[src/rtl/nec_ir_tx.sv]
// NEC infrared transmitter: serialises {~Cmd, Cmd, ~Addr, Addr} LSB first, or a repeat
// code, as a mark/space envelope gated by a carrier for an IR LED.
module nec_ir_tx #(
    parameter int UNIT_CYCLES = 28125,
    parameter int CARR_HALF   = 658
) (
    input  logic       CLK,
    input  logic       RST,
    input  logic       Start,
    input  logic       RepeatReq,
    input  logic [7:0] Addr,
    input  logic [7:0] Cmd,
    output logic       IrEnv,
    output logic       IrOut,
    output logic       Busy,
    output logic       Done
);
    localparam int UW = (UNIT_CYCLES > 1) ? $clog2(UNIT_CYCLES) : 1;
    localparam int PW = (CARR_HALF > 0) ? $clog2(CARR_HALF + 1) : 1;
    localparam logic [UW-1:0] UNIT_LAST = UW'(UNIT_CYCLES - 1);
    localparam logic [PW-1:0] PH_LAST   = PW'(CARR_HALF);

    localparam logic [2:0] S_IDLE       = 3'd0;
    localparam logic [2:0] S_LEAD_MARK  = 3'd1;
    localparam logic [2:0] S_LEAD_SPACE = 3'd2;
    localparam logic [2:0] S_BIT_MARK   = 3'd3;
    localparam logic [2:0] S_BIT_SPACE  = 3'd4;
    localparam logic [2:0] S_STOP_MARK  = 3'd5;

    logic [2:0]    r_state;
    logic [2:0]    w_next;
    logic [UW-1:0] r_unit_cnt;
    logic [4:0]    r_units;
    logic [4:0]    w_dur;
    logic [4:0]    r_bit;
    logic [31:0]   r_shift;
    logic          r_repeat;
    logic [PW-1:0] r_ph_cnt;
    logic          r_phase;
    logic          r_busy;
    logic          r_done;
    logic          w_accept;
    logic          w_unit_wrap;
    logic          w_state_end;
    logic          w_mark;

    assign w_accept    = (r_state == S_IDLE) && Start;
    assign w_mark      = (r_state == S_LEAD_MARK) || (r_state == S_BIT_MARK) ||
                         (r_state == S_STOP_MARK);
    assign w_unit_wrap = (r_unit_cnt == UNIT_LAST);
    assign w_state_end = (r_state != S_IDLE) && w_unit_wrap && (r_units == w_dur - 5'd1);

    // State length in NEC units; a one-bit space is three units, a zero-bit space one.
    always_comb begin
        w_dur = 5'd1;
        case (r_state)
            S_LEAD_MARK:  w_dur = 5'd16;
            S_LEAD_SPACE: w_dur = r_repeat ? 5'd4 : 5'd8;
            S_BIT_SPACE:  w_dur = r_shift[0] ? 5'd3 : 5'd1;
            default:      w_dur = 5'd1;
        endcase
    end

    always_comb begin
        w_next = r_state;
        case (r_state)
            S_IDLE:       if (Start)       w_next = S_LEAD_MARK;
            S_LEAD_MARK:  if (w_state_end) w_next = S_LEAD_SPACE;
            S_LEAD_SPACE: if (w_state_end) w_next = r_repeat ? S_STOP_MARK : S_BIT_MARK;
            S_BIT_MARK:   if (w_state_end) w_next = S_BIT_SPACE;
            S_BIT_SPACE:  if (w_state_end) w_next = (r_bit == 5'd31) ? S_STOP_MARK : S_BIT_MARK;
            S_STOP_MARK:  if (w_state_end) w_next = S_IDLE;
            default:      w_next = S_IDLE;
        endcase
    end

    always_ff @(posedge CLK or posedge RST) begin
        if (RST) begin
            r_state    <= S_IDLE;
            r_unit_cnt <= '0;
            r_units    <= '0;
            r_bit      <= '0;
            r_ph_cnt   <= '0;
            r_phase    <= 1'b1;
            r_busy     <= 1'b0;
            r_done     <= 1'b0;
        end else begin
            r_state <= w_next;
            r_busy  <= (w_next != S_IDLE);
            r_done  <= (r_state == S_STOP_MARK) && w_state_end;

            if ((r_state == S_IDLE) || w_state_end) begin
                r_unit_cnt <= '0;
                r_units    <= '0;
            end else if (w_unit_wrap) begin
                r_unit_cnt <= '0;
                r_units    <= r_units + 5'd1;
            end else begin
                r_unit_cnt <= r_unit_cnt + 1'b1;
            end

            if (w_accept) begin
                r_bit <= '0;
            end else if ((r_state == S_BIT_SPACE) && w_state_end) begin
                r_bit <= r_bit + 5'd1;
            end

            // Outside marks the carrier sits at its entry value so every mark starts high.
            if (!w_mark || w_state_end) begin
                r_ph_cnt <= '0;
                r_phase  <= 1'b1;
            end else if (r_ph_cnt == PH_LAST) begin
                r_ph_cnt <= '0;
                r_phase  <= ~r_phase;
            end else begin
                r_ph_cnt <= r_ph_cnt + 1'b1;
            end
        end
    end

    always_ff @(posedge CLK) begin
        if (w_accept) begin
            r_shift  <= {~Cmd, Cmd, ~Addr, Addr};
            r_repeat <= RepeatReq;
        end else if ((r_state == S_BIT_SPACE) && w_state_end) begin
            r_shift  <= {1'b0, r_shift[31:1]};
        end
    end

    assign IrEnv = w_mark;
    assign IrOut = w_mark & r_phase;
    assign Busy  = r_busy;
    assign Done  = r_done;

endmodule
[config.mk]
export PLATFORM = sky130hd
export DESIGN_NAME = nec_ir_tx
export DESIGN_NICKNAME = d
export VERILOG_FILES = /design/src/rtl/nec_ir_tx.sv
export SDC_FILE = /design/constraint.sdc
export NUM_CORES = 1
export LEC_CHECK = 0
export CAP_MARGIN = 40
export CORE_UTILIZATION = 45
export DETAILED_ROUTE_END_ITERATION = 12
export DONT_BUFFER_PORTS = 1
export GPL_TIMING_DRIVEN = 0
export PLACE_DENSITY = 0.63
export SLEW_MARGIN = 10
export SYNTH_ARGS = -nofsm -noshare
export SYNTH_HDL_FRONTEND = slang
export SYNTH_SLANG_ARGS = --single-unit
export TNS_END_PERCENT = 50
[constraint.sdc]
create_clock -name CLK -period 7.5 [get_ports CLK]
set_input_delay 1.5 -clock CLK [delete_from_list [all_inputs] [get_ports CLK]]
set_output_delay 1.5 -clock CLK [all_outputs]
set_load 0.01 [all_outputs]
# Word-level counts from Yosys, hierarchy flattened
# Cells that the tools add are included.
[op_classes]
n_eq_ne = 9
bitwise_logic = 4
n_reduce_logical = 16
muxes = 24
addsub = 5
[op_table]
columns = ["op", "count"]
rows = [
  ["$mux W32", 2],
  ["$mux W15", 2],
  ["$mux W3", 8],
  ["$mux W10", 2],
  ["$mux W5", 4],
  ["$pmux W3 S6", 1],
  ["$not A8 Y8", 2],
  ["$add A15 B1 Y15 const B", 1],
  ["$eq A15 B15 Y1 const B", 1],
  ["$pmux W5 S3", 1],
  ["$add A10 B1 Y10 const B", 1],
  ["$add A5 B1 Y5 const B", 2],
  ["$eq A10 B10 Y1 const B", 1],
  ["$eq A3 B2 Y1 const B", 2],
  ["$eq A3 B3 Y1 const B", 2],
  ["$reduce_bool A2 Y1", 3],
  ["$reduce_bool A3 Y1", 2],
  ["$eq A5 B5 Y1", 1],
  ["$eq A5 B5 Y1 const B", 1],
  ["$logic_and A1 B1 Y1", 5],
  ["$sub A5 B1 Y5 const B", 1],
  ["$logic_or A1 B1 Y1", 4],
  ["$mux W4", 1],
  ["$eq A3 B1 Y1 const B", 1],
  ["other kinds (6)", 7],
]
[totals]
register_bits = 74
inputBits = 20

# Longest topological paths before layout
[depth]
ltp_word = 8
ltp_mapped = 14

# Worst setup path after synthesis
# Ideal clock, no wire load.
[synth_timing]
path_type = "flip-flop to flip-flop"
start = "register r_state[2]"
end = "register r_shift[0] (enable)"
n_path_buf = 2
setup_ns = 0.389
setup_slack_ns = 3.738
stages_incl_launch_ff = 14
t_required_ns = 7.111
arrival_time_ns = 3.372
period_less_slack_ns = 3.762
path_cell_list = "dfrtp_1 -> buf_2 -> inv_1 -> or3_1 -> inv_1 -> nand2_1 -> ha_1 -> nor4b_1 -> a211oi_2 -> xnor2_1 -> or3_1 -> buf_2 -> nand2b_4 -> nand2_1"
[synth_between]
elab_chain_cells = 7
elab_cells_between_ends = 13
cone_classes = "1 x add/sub; 4 x eq/ne; 1 x mux; 7 x reduce/logical"
[synth_rtl]
columns = ["item", "line", "rtl"]
rows = [
  ["from (decl)", "30", "logic [2:0] r_state;"],
  ["from (signal assigned)", "88", "r_state <= w_next;"],
  ["$eq A3 B3 Y1, or another cell as far along", "56, 125", ""],
  ["$pmux W5 S3", "56", "case (r_state)"],
  ["$sub A5 B1 Y5", "51", "assign w_state_end = (r_state != S_IDLE) && w_unit_wrap && (r_units == w_dur - 5'd1);"],
  ["$eq A5 B5 Y1", "51", ""],
  ["$logic_and A1 B1 Y1", "51", ""],
  ["$logic_and A1 B1 Y1", "125", "end else if ((r_state == S_BIT_SPACE) && w_state_end) begin"],
  ["$reduce_bool A2 Y1 (no line) (*)", "n/a", ""],
  ["to (signal assigned)", "123", "r_shift <= {~Cmd, Cmd, ~Addr, Addr};"],
  ["to (signal assigned)", "126", "r_shift <= {1'b0, r_shift[31:1]};"],
  ["to (decl)", "36", "logic [31:0] r_shift;"],
]
# Mark *: on every way between the ends. The rest lies on a longest branch, timed or not.
# A chain may end at the register's enable or synchronous reset.

# Final worst setup path
[layout_timing]
start = "register r_state[2]"
end = "register r_shift[10] (enable)"
# The elaborated chain is that of the path after synthesis.

==> results.txt <==
The wire length per cell is between 10 and 15 um. The final net count came out at 384. The fmax is 253 MHz. Before CTS, the worst setup slack after placement is 3.54 ns. Excluding fillers, the count of instances in the completed layout stands at 460. The count of unique library cells instantiated by Yosys is 42. The fraction of power consumed by sequential logic is 54.0%. The yosys synthesis warning count is 0. The internal power consumption is 691 uW. The number of clock sinks is 74.

The worst setup path is captured at a flip-flop. The number of buffers created by CTS came out at 9. The detailed-route vias per instance came out at 5.06. The number of buffers added for setup after CTS is 0. The starting density of the core came out at 47.5%. The largest driver fanout on the critical path is 32. No sink is reached through more buffers than the 2 on the longest clock path. The detailed router used layers up to and including met4.

The arrival time of data at the critical path endpoint came out at 3.92 ns. The run finished with clean final reports. The area growth from synthesis to final layout is 10.8%. The die covers 8180 sq um.

The core box area is between 7000 and 8000 sq um. The post-synthesis sequential element count is 74. The combinational fraction of design power is under 10%. The tool flagged a number of max-cap violations equal to 0. The half-perimeter wire length after detailed placement is 4.30 mm. Setup total negative slack on the finished layout was measured at 0 ns. Among all stages on the critical path, the largest delay is contributed by nand2_2. The ratio of total power to cell area came out at 237 nW/um^2. The endpoint identified for the worst register-to-register timing path is r_shift[10]. In this run, post-CTS repair resized a total of 0 instances. The total count of hold-check failures in the final report came out at 0. The switching power of the nets came out at roughly 230 uW. The top cell types in the final layout, fill and taps aside, are nand2_1, nor2_1, dfrtp_1.

The worst-margin pin slew came out at between 0.7 and 0.8 ns. The count of nets left with antenna violations once routing finished came out at 0. The weighted congestion at the end of routability-driven global placement came out at 0.742. The post-layout minimum cycle time is between 3 and 4 ns.

For the worst-skew pair, the clock arrives at the later sink with an insertion delay of 0.35 ns. The violation count after the first detailed-route iteration came out at 95. The total placed cells including tap cells came out at 444. The worst path buffer plus inverter count is 4. The critical path is of the flip-flop to flip-flop type. The total congestion overflow after global routing came out at 0. The initial antenna violation count was 0.

Setup repair after global routing left no endpoint under its margin. In this run the core area contains 31 standard-cell rows. The endpoint of the worst hold-timing path is r_unit_cnt[0]. The post-route worst setup slack came out at 3.55 ns. TritonCTS built the clock tree. The startpoint of the worst hold path is r_unit_cnt[0]. The die boundary height is 90.5 um. The relative contribution of the clock network to total power came out at 36.7%. The total nets after synthesis came out at 371. The data required time of the worst path came out at around 7.5 ns. The met3 routed wirelength is 220 um.

The count of buffers added on input and output ports is 0. The number of logic stages on the critical path including buffering came out at 13. The routed metal-1 wire length is 3.05 mm. The repair_antennas step left the layout with diodes totalling 0. The number of top-level design ports came out at 24.

The portion of the post-synthesis area used by sequential elements is between 50% and 60%. The final setup violation count came out at 0. The total routed wirelength is 6.31 mm. The pin count of the biggest net entering global routing is 33. After detailed routing, the met2 layer carries 2.94 mm of wire. The maximum cell stage delay along the critical path is 0.56 ns.

The clock tree synthesis step divided the H-tree into 3 levels. The register clock-pin slew on the reported worst setup and hold paths came out at 0.08 ns. The wire length of the first global-routing pass is ~11 mm. The final-report max-slew violation count is 0. The type of the tightest min-delay check is flip-flop to flip-flop. The via count of the first global-routing pass was between 2,000 and 2,500. The number of DRC violations after detailed routing is 0. The routed via count is between 2,000 and 2,500. The cell count of the worst reg-to-reg path came out at 13.

The beginning of the worst register-to-register path is r_state[2]. STA classifies the critical path startpoint as a flip-flop. The fraction of layout instances using a drive strength above 1 is under 10%.

The count of cells along the worst hold path came out at 1. The average footprint of a synthesized cell is 10.3 sq um. Of the available clock period, the critical path in the final layout requires 52.7%. Synthesis handed over a netlist of 343 instances. The setup clock skew after layout came out at 0.0140 ns. The root cell of the clock tree is clkbuf_8. The maximum ir drop on the vdd rail came out at around 0.13 mV. For flop-to-flop paths, the worst setup slack is 3.55 ns. The cell class contributing the biggest share of worst-path delay is simple AND/OR/NAND/NOR gates. Global routing used 17.0% of the available tracks.

The library cell used most frequently in the layout, excluding fill and tap cells, is nand2_1. The hold buffer count at CTS came out at 0. The detailed-routing iteration count for the pre-antenna-repair pass is 4. The net switching share of the total power came out at 25.3%. The synthesized netlist occupies a cell area of 3520 sq um. Traced cell by cell, the critical path runs through buf_2, inv_1, or3_1, inv_1, nand2_1, ha_1, nor4b_1, a211oi_2, xnor2_1, or3_1, buf_2, nand2b_4, nand2_2.

The max-slew headroom at the worst pin came out at roughly half. The floorplan step set the die width to around 90 um. The static leakage power came out at 1.71 nW.
## cell type report
class                      count  area, sq um
fill                         637         3500
timing repair buffer           2         37.5
clock inverter                 6         90.1
clock buffer                  10          128
inverter                       8         30.0
sequential                    74         2020
buffer                        15         62.6
multi-input combinational    246         1410
tap                           99          124
## cells by family after synthesis
logic type                 count (synthesis)  synth area share [%]
buffers and inverters                     23                  2.63
xor gates and xnor gates                  35                  8.70
DFF                                       74                  57.3
adders and majority gates                  8                  2.84
and+or+nand+nor                          171                  22.3
AOI/OAI and AO/OA                         28                  5.04
muxes                                      4                  1.14
## Yosys cell counts
master      n  share of area (%)
and3_1      7                1.2
and4_1      1               0.25
a21boi_0    1               0.21
nand4_1     4               0.71
nor2b_1     1               0.18
mux2i_1     4                1.1
dfrtp_1    40                 28
or3_1       3               0.53
a211oi_2    1               0.36
nor2_2      1               0.18
nand3_1    15                2.1
buf_2       5               0.71
o31ai_1     2               0.43
and2_1      2               0.36
o22a_1      1               0.25
nor3b_1     2               0.43
dfstp_2     1               0.75
xor2_1     20                5.0
o21ai_1     1               0.14
nand2b_4    1               0.39
or2_2       1               0.18
ha_1        8                2.8
nor3b_2     1               0.36
a21o_1      3               0.64
xnor2_1    15                3.7
nor3_1      4               0.57
o21ba_2     1               0.28
nor4bb_1    1               0.28
edfxtp_1   33                 28
nor4_2      1               0.36
clkbuf_1   10                1.1
nor2_1     43                4.6
nand4bb_1   1               0.32
nand4b_1    1               0.25
a21oi_1     1               0.14
o21ai_0    15                2.1
inv_1       8               0.85
nand2_1    76                8.1
nor4_1      4               0.71
nor4b_1     1               0.25
o2111ai_1   1               0.25
o21a_1      1               0.21
## worst max-delay path by stage
stage,start,slack [ns],endpoint
after CTS,r_state[2],3.53,r_shift[10]
after global placement,r_state[2],3.21,r_shift[12]
after detailed placement,r_state[2],3.54,r_shift[0]
after floorplan,r_state[2],3.74,r_shift[0]
after global routing,r_state[2],3.32,r_shift[10]
final,r_state[2],3.55,r_shift[10]
## per-stage QoR
step / utilization [%] / area, sq um / power, mW / hold WS (ns)
6_report: 52.7 / 3900 / 0.924 / 0.505
5_1_grt: 52.7 / 3900 / 0.968 / 0.536
4_1_cts: 52.7 / 3900 / 0.936 / 0.499
3_5_place_dp: 49.8 / 3690 / 0.593 / 0.483
3_3_place_gp: 49.2 / 3650 / 0.587 / 0.477
2_1_floorplan: - / 3520 / 0.571 / 0.455
## registers in the layout, summed over array words and instances (netlist names), 3 cells and up
signal,cells
r_bit,5
r_ph_cnt,10
r_shift,32
r_state,3
r_unit_cnt,15
r_units,5
## worst reg2reg max path, cell delays in order, from the launching register on
cell	delay, ns
dfrtp_1	0.41
buf_2	0.25
inv_1	0.10
or3_1	0.45
inv_1	0.16
nand2_1	0.08
ha_1	0.24
nor4b_1	0.33
a211oi_2	0.10
xnor2_1	0.20
or3_1	0.36
buf_2	0.18
nand2b_4	0.16
nand2_2	0.56
## power groups by stage
stage	sequential, mW	combinational, mW	clock [mW]
floorplan	0.499	0.0715	0
global placement	0.506	0.0814	0
detailed placement	0.507	0.0864	0
CTS	0.499	0.0875	0.350
global route	0.506	0.101	0.362
finish	0.499	0.0858	0.339
## per-layer routing
layer / up-vias / global-route usage (%)
met5: - / 0
met4: 0 / 6.85
met3: 11 / 4.71
met2: 28 / 27.0
met1: 1107 / 22.0
li1: 1180 / -
(Power assumes the default switching activity.)
